**config.mk**
```make
export PLATFORM = sky130hd
export DESIGN_NAME = regfile_dump
export DESIGN_NICKNAME = d
export VERILOG_FILES = /design/src/rtl/regfile_dump_pkg.sv /design/src/rtl/regfile_dump.sv
export SDC_FILE = /design/constraint.sdc
export NUM_CORES = 1
export LEC_CHECK = 0
export CORE_MARGIN = 2
export CORE_UTILIZATION = 40
export DETAILED_ROUTE_END_ITERATION = 10
export PLACE_DENSITY = 0.76
export SYNTH_ARGS = -nofsm -noshare
export SYNTH_HDL_FRONTEND = slang
export SYNTH_SLANG_ARGS = --single-unit
```
**constraint.sdc**
```tcl
create_clock -name clk -period 2.1 [get_ports clk]
set_clock_uncertainty 0.15 [all_clocks]
set_input_delay 0.42 -clock clk [delete_from_list [all_inputs] [get_ports clk]]
set_output_delay 0.42 -clock clk [all_outputs]
set_load 0.02 [all_outputs]
```
**src/rtl/regfile_dump_pkg.sv**
```systemverilog
// regfile_dump_pkg: shared constants for the register-file dump reader.
//   IDX_W   register index width (MIPS has 32 GPRs)
//   DATA_W  register data width
//   State encoding: IDLE=0, WAIT=1, SEND=2, CSUM=3.
//   CSUM only exists when REGDUMP_CHECKSUM_EN is defined.
package regfile_dump_pkg;

    localparam int IDX_W  = 5;
    localparam int DATA_W = 32;

    localparam logic [1:0] S_IDLE = 2'd0;
    localparam logic [1:0] S_WAIT = 2'd1;
    localparam logic [1:0] S_SEND = 2'd2;
    localparam logic [1:0] S_CSUM = 2'd3;

    typedef enum logic [1:0] {
        ST_IDLE = S_IDLE,
        ST_WAIT = S_WAIT,
        ST_SEND = S_SEND
`ifdef REGDUMP_CHECKSUM_EN
        , ST_CSUM = S_CSUM
`endif
    } state_t;

endpackage

```
**src/rtl/regfile_dump.sv**
```systemverilog
// regfile_dump: sweeps the register file's debug read port over
// [FIRST_REG..LAST_REG] and streams each word out on a valid/ready port.
//
// Ports:
//   clk, rst_n      clock, asynchronous active-low reset
//   start           begin a dump (only honoured in IDLE)
//   abort           synchronous cancel back to IDLE, no done pulse
//   debug_addr      register index presented to the register file
//   debug_data      register file read data (valid one cycle after addr)
//   out_valid/ready beat handshake
//   out_addr/data   register index and value of the beat
//   out_last        final beat of the dump
//   busy            not IDLE
//   done            one-cycle pulse after the final beat is accepted
//
// Optional feature: REGDUMP_CHECKSUM_EN appends an XOR checksum beat
// (out_addr=0, out_last=1) after the last register.
module regfile_dump
    import regfile_dump_pkg::*;
#(
    parameter int FIRST_REG = 0,
    parameter int LAST_REG  = 31
) (
    input  logic              clk,
    input  logic              rst_n,
    input  logic              start,
    input  logic              abort,
    output logic [IDX_W-1:0]  debug_addr,
    input  logic [DATA_W-1:0] debug_data,
    output logic              out_valid,
    input  logic              out_ready,
    output logic [IDX_W-1:0]  out_addr,
    output logic [DATA_W-1:0] out_data,
    output logic              out_last,
    output logic              busy,
    output logic              done
);

    localparam logic [IDX_W-1:0] FIRST_IDX = IDX_W'(FIRST_REG);
    localparam logic [IDX_W-1:0] LAST_IDX  = IDX_W'(LAST_REG);

    state_t            state, state_n;
    logic [IDX_W-1:0]  cur, cur_n;
    logic [IDX_W-1:0]  debug_addr_n;
    logic              out_valid_n;
    logic [IDX_W-1:0]  out_addr_n;
    logic [DATA_W-1:0] out_data_n;
    logic              out_last_n;
    logic              done_n;
`ifdef REGDUMP_CHECKSUM_EN
    logic [DATA_W-1:0] csum, csum_n;
`endif

    assign busy = (state != ST_IDLE);

    always_ff @(posedge clk or negedge rst_n) begin
        if (!rst_n) begin
            state      <= ST_IDLE;
            cur        <= '0;
            debug_addr <= '0;
            out_valid  <= 1'b0;
            out_addr   <= '0;
            out_data   <= '0;
            out_last   <= 1'b0;
            done       <= 1'b0;
`ifdef REGDUMP_CHECKSUM_EN
            csum       <= '0;
`endif
        end else begin
            state      <= state_n;
            cur        <= cur_n;
            debug_addr <= debug_addr_n;
            out_valid  <= out_valid_n;
            out_addr   <= out_addr_n;
            out_data   <= out_data_n;
            out_last   <= out_last_n;
            done       <= done_n;
`ifdef REGDUMP_CHECKSUM_EN
            csum       <= csum_n;
`endif
        end
    end

    always_comb begin
        state_n      = state;
        cur_n        = cur;
        debug_addr_n = debug_addr;
        out_valid_n  = out_valid;
        out_addr_n   = out_addr;
        out_data_n   = out_data;
        out_last_n   = out_last;
        done_n       = 1'b0;
`ifdef REGDUMP_CHECKSUM_EN
        csum_n       = csum;
`endif
        // abort wins over start and over a handshake in the same cycle
        if (abort) begin
            state_n     = ST_IDLE;
            out_valid_n = 1'b0;
        end else begin
            case (state)
                ST_IDLE: begin
                    if (start) begin
                        cur_n        = FIRST_IDX;
                        debug_addr_n = FIRST_IDX;
                        state_n      = ST_WAIT;
`ifdef REGDUMP_CHECKSUM_EN
                        csum_n       = '0;
`endif
                    end
                end
                // register file updates debug_data on the falling edge, so
                // it is settled by this rising edge
                ST_WAIT: begin
                    out_data_n  = debug_data;
                    out_addr_n  = cur;
                    out_valid_n = 1'b1;
                    state_n     = ST_SEND;
`ifdef REGDUMP_CHECKSUM_EN
                    out_last_n  = 1'b0;
                    csum_n      = csum ^ debug_data;
`else
                    out_last_n  = (cur == LAST_IDX);
`endif
                end
                ST_SEND: begin
                    if (out_valid && out_ready) begin
                        // compare before increment so LAST_REG=31 never wraps
                        if (cur != LAST_IDX) begin
                            cur_n        = cur + 1'b1;
                            debug_addr_n = cur + 1'b1;
                            out_valid_n  = 1'b0;
                            state_n      = ST_WAIT;
                        end else begin
`ifdef REGDUMP_CHECKSUM_EN
                            // csum already folds in the last capture; keep
                            // out_valid high and swap in the checksum beat
                            out_addr_n  = '0;
                            out_data_n  = csum;
                            out_last_n  = 1'b1;
                            state_n     = ST_CSUM;
`else
                            out_valid_n = 1'b0;
                            done_n      = 1'b1;
                            state_n     = ST_IDLE;
`endif
                        end
                    end
                end
`ifdef REGDUMP_CHECKSUM_EN
                ST_CSUM: begin
                    if (out_valid && out_ready) begin
                        out_valid_n = 1'b0;
                        done_n      = 1'b1;
                        state_n     = ST_IDLE;
                    end
                end
`endif
                default: state_n = ST_IDLE;
            endcase
        end
    end

endmodule

```
==> impl_metrics.csv, run 1 <==
group,metric,value,unit
clock_network,cts_buffers,5,
timing,fmax,0.505,GHz
worst_setup_path,critPathCaptureType,"flop",
logic_synthesis,yosys.area.top_type,"dfrtp_1",
global_routing,grt_pass1_vias,1406,
clock_network,cts_root_buf,"clkbuf_8",
die,core-area,0.00475,mm2
route,post-route-drc-count,0,
logic_synthesis,syn_nets,167,
global_routing,grt-ovfl-total,0,
timing,fin_hold_ws,361,ps
clock_network,cts_tree,"done",
timing,setup_ws,120,ps
logic_synthesis,syn_inst,128,
die,fp.dieW,74.5,um
route,routed_wl,4.22,mm
logic_synthesis,synth_area_leaders,"dfrtp_1 59%, mux2_4 15%, mux2_2 10%",
die,ioPinCount,83,
final_layout,post-route-util,64.2,%
placed_design,dp_hpwl,3.09,mm
route,drt_first_pass_iters,4,
logic_synthesis,avgSynthCellArea,15.6,um2
worst_setup_path,critPathLaunchType,"flop",
die,fp-row-count,25,
final_layout,nets,262,
final_layout,diodes,0,
die,dieHeight,74.5,um
global_routing,grt_start_max_net_pins,32,
route,drtIter0Drc,56,
clock_network,clkLatencyLatePin,290,ps
placed_design,place.gp.congestion,0.851,
final_layout,layout_commonest_cell,"clkdlybuf4s50_1",
run_status,outcome,"finished, final reports clean",
pwr,finalPower,2790,uW
timing,setup_tns,0,ps
worst_setup_path,required,2170,ps
final_layout,layout_common_cells,"80 x clkdlybuf4s50_1, 47 x dfrtp_1, 20 x mux2_4, 18 x mux2_2",
placed_design,io_buffers,82,
global_routing,antenna_found_initial,0,
logic_synthesis,synth-seq-cells,47,
worst_setup_path,critPathKind,"reg2reg",
clock_network,cts.sinks,47,
worst_hold_path,hp-class,"reg2reg",
die,initial_core_util,41.9,%
route,vias,1389,
timing,finalMaxSlewViolations,0,
clock_network,h-tree-depth,2,
logic_synthesis,synth_top_area_share,59.1,%
timing,final.period_utilization,94.3,%
final_layout,syn_to_final_growth,53.3,%
logic_synthesis,yosysSeqAreaShare,59.1,%
route,viasPerCell,4.77,
final_layout,ff_latch_area,0.00118,mm2
final_layout,multi_input_area,741,um2
job,drv_cap,0,
worst_setup_path,worst-path-max-fanout,6,
timing,tightestPinTransition,414,ps
logic_synthesis,syn_area,0.00199,mm2
pwr,leakagePower,0.00132,uW
timing,setup_violations,0,
worst_setup_path,worstPathArrival,2050,ps
route,detail_route.wl_per_cell,14.5,um
route,ant_nets,0,
global_routing,grt_pass1_wl,6.60,mm
final_layout,drive_gt1_share,26.8,%
pwr,max-vdd-ir-drop,0.476,mV
logic_synthesis,ys_warn_count,0,
timing,layout_min_cycle_time,1980,ps
placed_design,pre_cts_slack,86.7,ps
timing,timing.slew.headroom,72.0,%
clock_network,clk_path_buf_depth,2,
timing,finalHoldViolations,0,
final_layout,fillers,383,
pwr,power_density,916,mW/mm2
clock_network,clkTransAtPathRegs,90,ps
global_routing,track_usage,15.6,%
logic_synthesis,yosysUniqueCellTypes,30,
die,dieArea,0.00556,mm2
## cell usage after synthesis
master / instances
mux2_4: 20
nor4bb_1: 1
nor2b_2: 1
nor4_1: 1
inv_1: 6
o21a_1: 1
nor2b_4: 1
a211o_1: 1
a31oi_1: 1
dfrtp_1: 47
a21oi_2: 1
a21oi_1: 2
o2bb2ai_1: 1
mux2i_1: 2
nand2_1: 3
nor2_1: 2
nor2b_1: 1
ha_1: 2
or2_2: 1
buf_12: 2
and3_1: 1
o21ai_0: 2
buf_4: 1
nand2b_1: 2
a211oi_1: 1
nor3_1: 1
nand3_1: 3
buf_6: 1
a221oi_1: 1
mux2_2: 18
## worst max-delay path: stages, from the launching register on
cell	delay (ps)
dfrtp_1	380
ha_1	220
and3_1	190
ha_1	210
a211o_1	350
a21oi_4	200
mux2i_1	200
## sequential cells by signal, indices dropped and copies added, names as in the netlist
| register | flops |
|---|---|
| state | 2 |
| out_data | 32 |
| out_last | 1 |
| out_addr | 5 |
| cur | 5 |
| done | 1 |
| out_valid | 1 |
## routing by layer
metal	GRT usage, %	part of all wire [%]
met3	4.47	9.4
met1	21.0	45
met5	0	0
met4	6.35	1.3
met2	23.7	45
## metrics by stage
stage | cell area (um2) | std cells
after floorplan | 1990 | 128
after global placement | 2940 | 282
after detailed placement | 2940 | 282
after CTS | 3040 | 291
after global routing | 3050 | 291
final | 3050 | 291
## report_power, final
group	switching, uW	total [uW]	internal, uW
Clock	301	570	269
Combinational	436	1040	599
Sequential	94.9	1190	1090
Total	832	2790	1960
## logic make-up (layout without fill, tap and decap cells)
| logic type | after synthesis | count (layout) | share of synthesized area [%] |
|---|---|---|---|
| AOI/OAI and AO/OA | 11 | 11 | 3.83 |
| muxes | 40 | 40 | 26.3 |
| and+or+nand+nor | 18 | 18 | 5.47 |
| adders and majority gates | 2 | 2 | 1.26 |
| buffers and inverters | 10 | 106 | 4.09 |
| DFF | 47 | 47 | 59.1 |
## layout make-up
cell class | instances | share of cell area [%]
repair buffers | 92 | 30.5
multi-input cells | 71 | 24.3
inverters | 6 | 0.738
clock inverters | 2 | 0.533
clock buffers | 6 | 2.71
well taps | 67 | 2.75
flip-flops and latches | 47 | 38.5
## worst paths after layout
path	startpoint	end	slack [ps]	cells past startpoint
setup reg to reg	cur[0]$_DFFE_PN0P_	cur[4]$_DFFE_PN0P_	120	6
setup / recovery	cur[0]$_DFFE_PN0P_	cur[4]$_DFFE_PN0P_	120	6
hold / removal	out_data[4]$_DFFE_PN0P_	out_data[4]$_DFFE_PN0P_	360	1
max in group asynchronous	rst_n	out_data[13]$_DFFE_PN0P_	870	3
min in group asynchronous	rst_n	out_data[31]$_DFFE_PN0P_	430	2
hold reg to reg	out_data[4]$_DFFE_PN0P_	out_data[4]$_DFFE_PN0P_	360	1
## what timing repair did
item                       in CTS  in global routing
setup endpoints to repair       1                  2
hold endpoints to repair       16                  0
gates resized for setup         1                  1
hold buffers                    1                  0
gates cloned                    0                  0
setup buffers                   0                  0
No activity file was read; power rests on OpenSTA's default activity.
==> inputs of run 2 (changes only) <==
--- a/config.mk
+++ b/config.mk
@@ -9,6 +9,7 @@
 export CORE_UTILIZATION = 40
 export DETAILED_ROUTE_END_ITERATION = 10
 export PLACE_DENSITY = 0.76
+export RECOVER_POWER = 50
 export SYNTH_ARGS = -nofsm -noshare
 export SYNTH_HDL_FRONTEND = slang
 export SYNTH_SLANG_ARGS = --single-unit
==> run 2 against run 1 <==
Compared with the run above:
- final cell count did not move
- sequential power hardly changed
- flip-flop and latch count unchanged
- via count is 0.72% lower
- clock-buffer cell count is the same
- first-iteration DRC count shrank 3.6%
- fmax up 0.22%
- clock power barely moved
- total power fell by 2.1%
- register-to-register slack about the same
- worst setup slack gained 4.4 ps
- non-clock buffer count stayed put
- critical path type unchanged
- largest cell class unchanged
- largest power group unchanged
==> impl_metrics.csv, run 2 (same netlist as run 1, synthesis figures left out) <==
group,metric,value,unit
run_status,outcome,"finished, final reports clean",
die,initial_core_util,41.9,%
worst_setup_path,worst_r2r_path_depth,6,
timing,tightestPinTransition,958,ps
route,post-route-drc-count,0,
pwr,power_frac_seq,43.3,%
clock_network,clkLatencyLatePin,290,ps
route,wl_met1,1.84,mm
final_layout,top_register,"out_data",
job,drv_cap,0,
final_layout,layout_commonest_cell,"clkdlybuf4s50_1",
timing,finalHoldViolations,0,
route,ant_nets,0,
pwr,p_sw_share,30.2,%
worst_setup_path,worstPathArrival,2050,ps
final_layout,top_regs,"out_data (32), cur (5), out_addr (5)",
worst_hold_path,hp-class,"reg2reg",
timing,setup_violations,0,
route,dr.max_layer_used,"met4",
placed_design,io_buffers,82,
worst_setup_path,critPathCaptureType,"flop",
timing,fmax,0.506,GHz
die,ioPinCount,83,
clock_network,cts_tree,"done",
route,routed_wl,4.17,mm
timing,finalMaxSlewViolations,0,
final_layout,syn_to_final_growth,49.4,%
route,route.met3.wl,415,um
final_layout,nets,262,
global_routing,grt_start_max_net_pins,32,
final_layout,finalNonFillerCells,291,
final_layout,post-route-util,62.6,%
worst_setup_path,critPathLaunchType,"flop",
pwr,leakagePower,0.00127,uW
worst_setup_path,critPathKind,"reg2reg",
placed_design,placedCellCount,282,
die,core-area,0.00475,mm2
placed_design,place.gp.congestion,0.851,
global_routing,antenna_found_initial,0,
pwr,pwr-share-comb,35.8,%
worst_setup_path,rrSetupSlack,120,ps
route,route.met2.wl,1.86,mm
global_routing,grt_pass1_wl,6.60,mm
final_layout,largest_reg_flops,32,
die,fp-row-count,25,
global_routing,grt-ovfl-total,0,
pwr,max-vdd-ir-drop,0.475,mV
die,fp.dieW,74.5,um
die,dieHeight,74.5,um
pwr,finalPower,2740,uW
route,vias,1379,
pwr,power_density,920,mW/mm2
final_layout,diodes,0,
worst_setup_path,required,2170,ps
worst_setup_path,worst-path-max-fanout,6,
clock_network,clkTransAtPathRegs,90,ps
placed_design,dp_hpwl,3.09,mm
worst_setup_path,crit_path_frequent_cell,"ha_1",
final_layout,layout_common_cells,"79 x clkdlybuf4s50_1, 47 x dfrtp_1, 18 x mux2_2, 11 x mux2_1, 9 x mux2_4",
clock_network,h-tree-depth,2,
clock_network,cts_buffers,5,
route,viasPerCell,4.74,
worst_hold_path,hold_path_depth,1,
final_layout,drive_gt1_share,20.1,%
clock_network,clk_path_buf_depth,2,
pwr,clkPwrFrac,21.0,%
worst_setup_path,cp_slowest_stage_delay,380,ps
clock_network,cts_root_buf,"clkbuf_8",
route,drtIter0Drc,54,
worst_setup_path,crit_slowest_cell,"dfrtp_1",
global_routing,grt_pass1_vias,1406,
timing,timing.slew.headroom,36.1,%
pwr,intPower,1910,uW
timing,layout_min_cycle_time,1980,ps
route,detail_route.wl_per_cell,14.3,um
route,drt_first_pass_iters,4,
worst_setup_path,cp_cell_sequence,"ha_1, and3_1, ha_1, a211o_1, a21oi_4, mux2i_1",
clock_network,post_cts_buffers,0,
pwr,p_switching,825,uW
global_routing,track_usage,15.6,%
timing,final.period_utilization,94.1,%
clock_network,cts.sinks,47,
timing,setup_tns,0,ps
die,dieArea,0.00556,mm2
[run 2: worst paths after layout]
kind / from / to
hold reg to reg: out_data[23]$_DFFE_PN0P_ / out_data[23]$_DFFE_PN0P_
min in group asynchronous: rst_n / out_data[31]$_DFFE_PN0P_
max in group asynchronous: rst_n / out_data[7]$_DFFE_PN0P_
hold / removal: out_data[23]$_DFFE_PN0P_ / out_data[23]$_DFFE_PN0P_
setup / recovery: cur[0]$_DFFE_PN0P_ / cur[1]$_DFFE_PN0P_
setup reg to reg: cur[0]$_DFFE_PN0P_ / cur[1]$_DFFE_PN0P_
[run 2: critical path, delay by kind of cell, from the launching register on]
family          cells  cell delay (ps)
fa+ha+maj           2              430
compound gates      2              550
mux                 1              200
flops               1              380
simple gates        1              190
[run 2: routing by layer]
metal  vias to the layer above  global-route usage (%)
met5                         -                       0
met4                         0                    6.35
met3                         6                    4.47
met2                        66                    23.7
met1                       664                    21.0
li1                        643                       -
[run 2: per-stage QoR]
stage	cell area [um2]	setup slack, ps	hold WS (ps)
global route	2970	-7.76	359
CTS	3040	67.8	366
global placement	2940	108	219
floorplan	1990	43.9	-25.6
detailed placement	2940	86.7	214
finish	2970	124	339
[run 2: cell type report]
cell class / count / area (um2)
inverters: 6 / 22.5
well taps: 67 / 83.8
clock inverters: 2 / 16.3
multi-input cells: 71 / 697
clock buffers: 6 / 82.6
repair buffers: 92 / 896
fillers: 401 / 1780
flip-flops and latches: 47 / 1180
[run 2: power by group through the flow]
stage	Sequential (uW)	Combinational, uW	Clock, uW
final	1180	978	573
after global placement	1200	1030	0
after global routing	1210	1040	630
after floorplan	1450	275	0
after CTS	1190	1050	600
after detailed placement	1210	1040	0
[run 2: repair_timing]
| action | in CTS | in global routing |
|---|---|---|
| setup endpoints to repair | 1 | 2 |
| pin swaps | 0 | 0 |
| gates resized for setup | 1 | 1 |
| hold endpoints to repair | 16 | 0 |
| hold buffers | 1 | 0 |
==> inputs of run 3 (changes only) <==
--- a/config.mk
+++ b/config.mk
@@ -9,7 +9,6 @@
 export CORE_UTILIZATION = 40
 export DETAILED_ROUTE_END_ITERATION = 10
 export PLACE_DENSITY = 0.76
-export RECOVER_POWER = 50
 export SYNTH_ARGS = -nofsm -noshare
 export SYNTH_HDL_FRONTEND = slang
 export SYNTH_SLANG_ARGS = --single-unit
==> results of run 3 <==
Same layout as run 1: the final DEF is identical, and so are final timing and power.
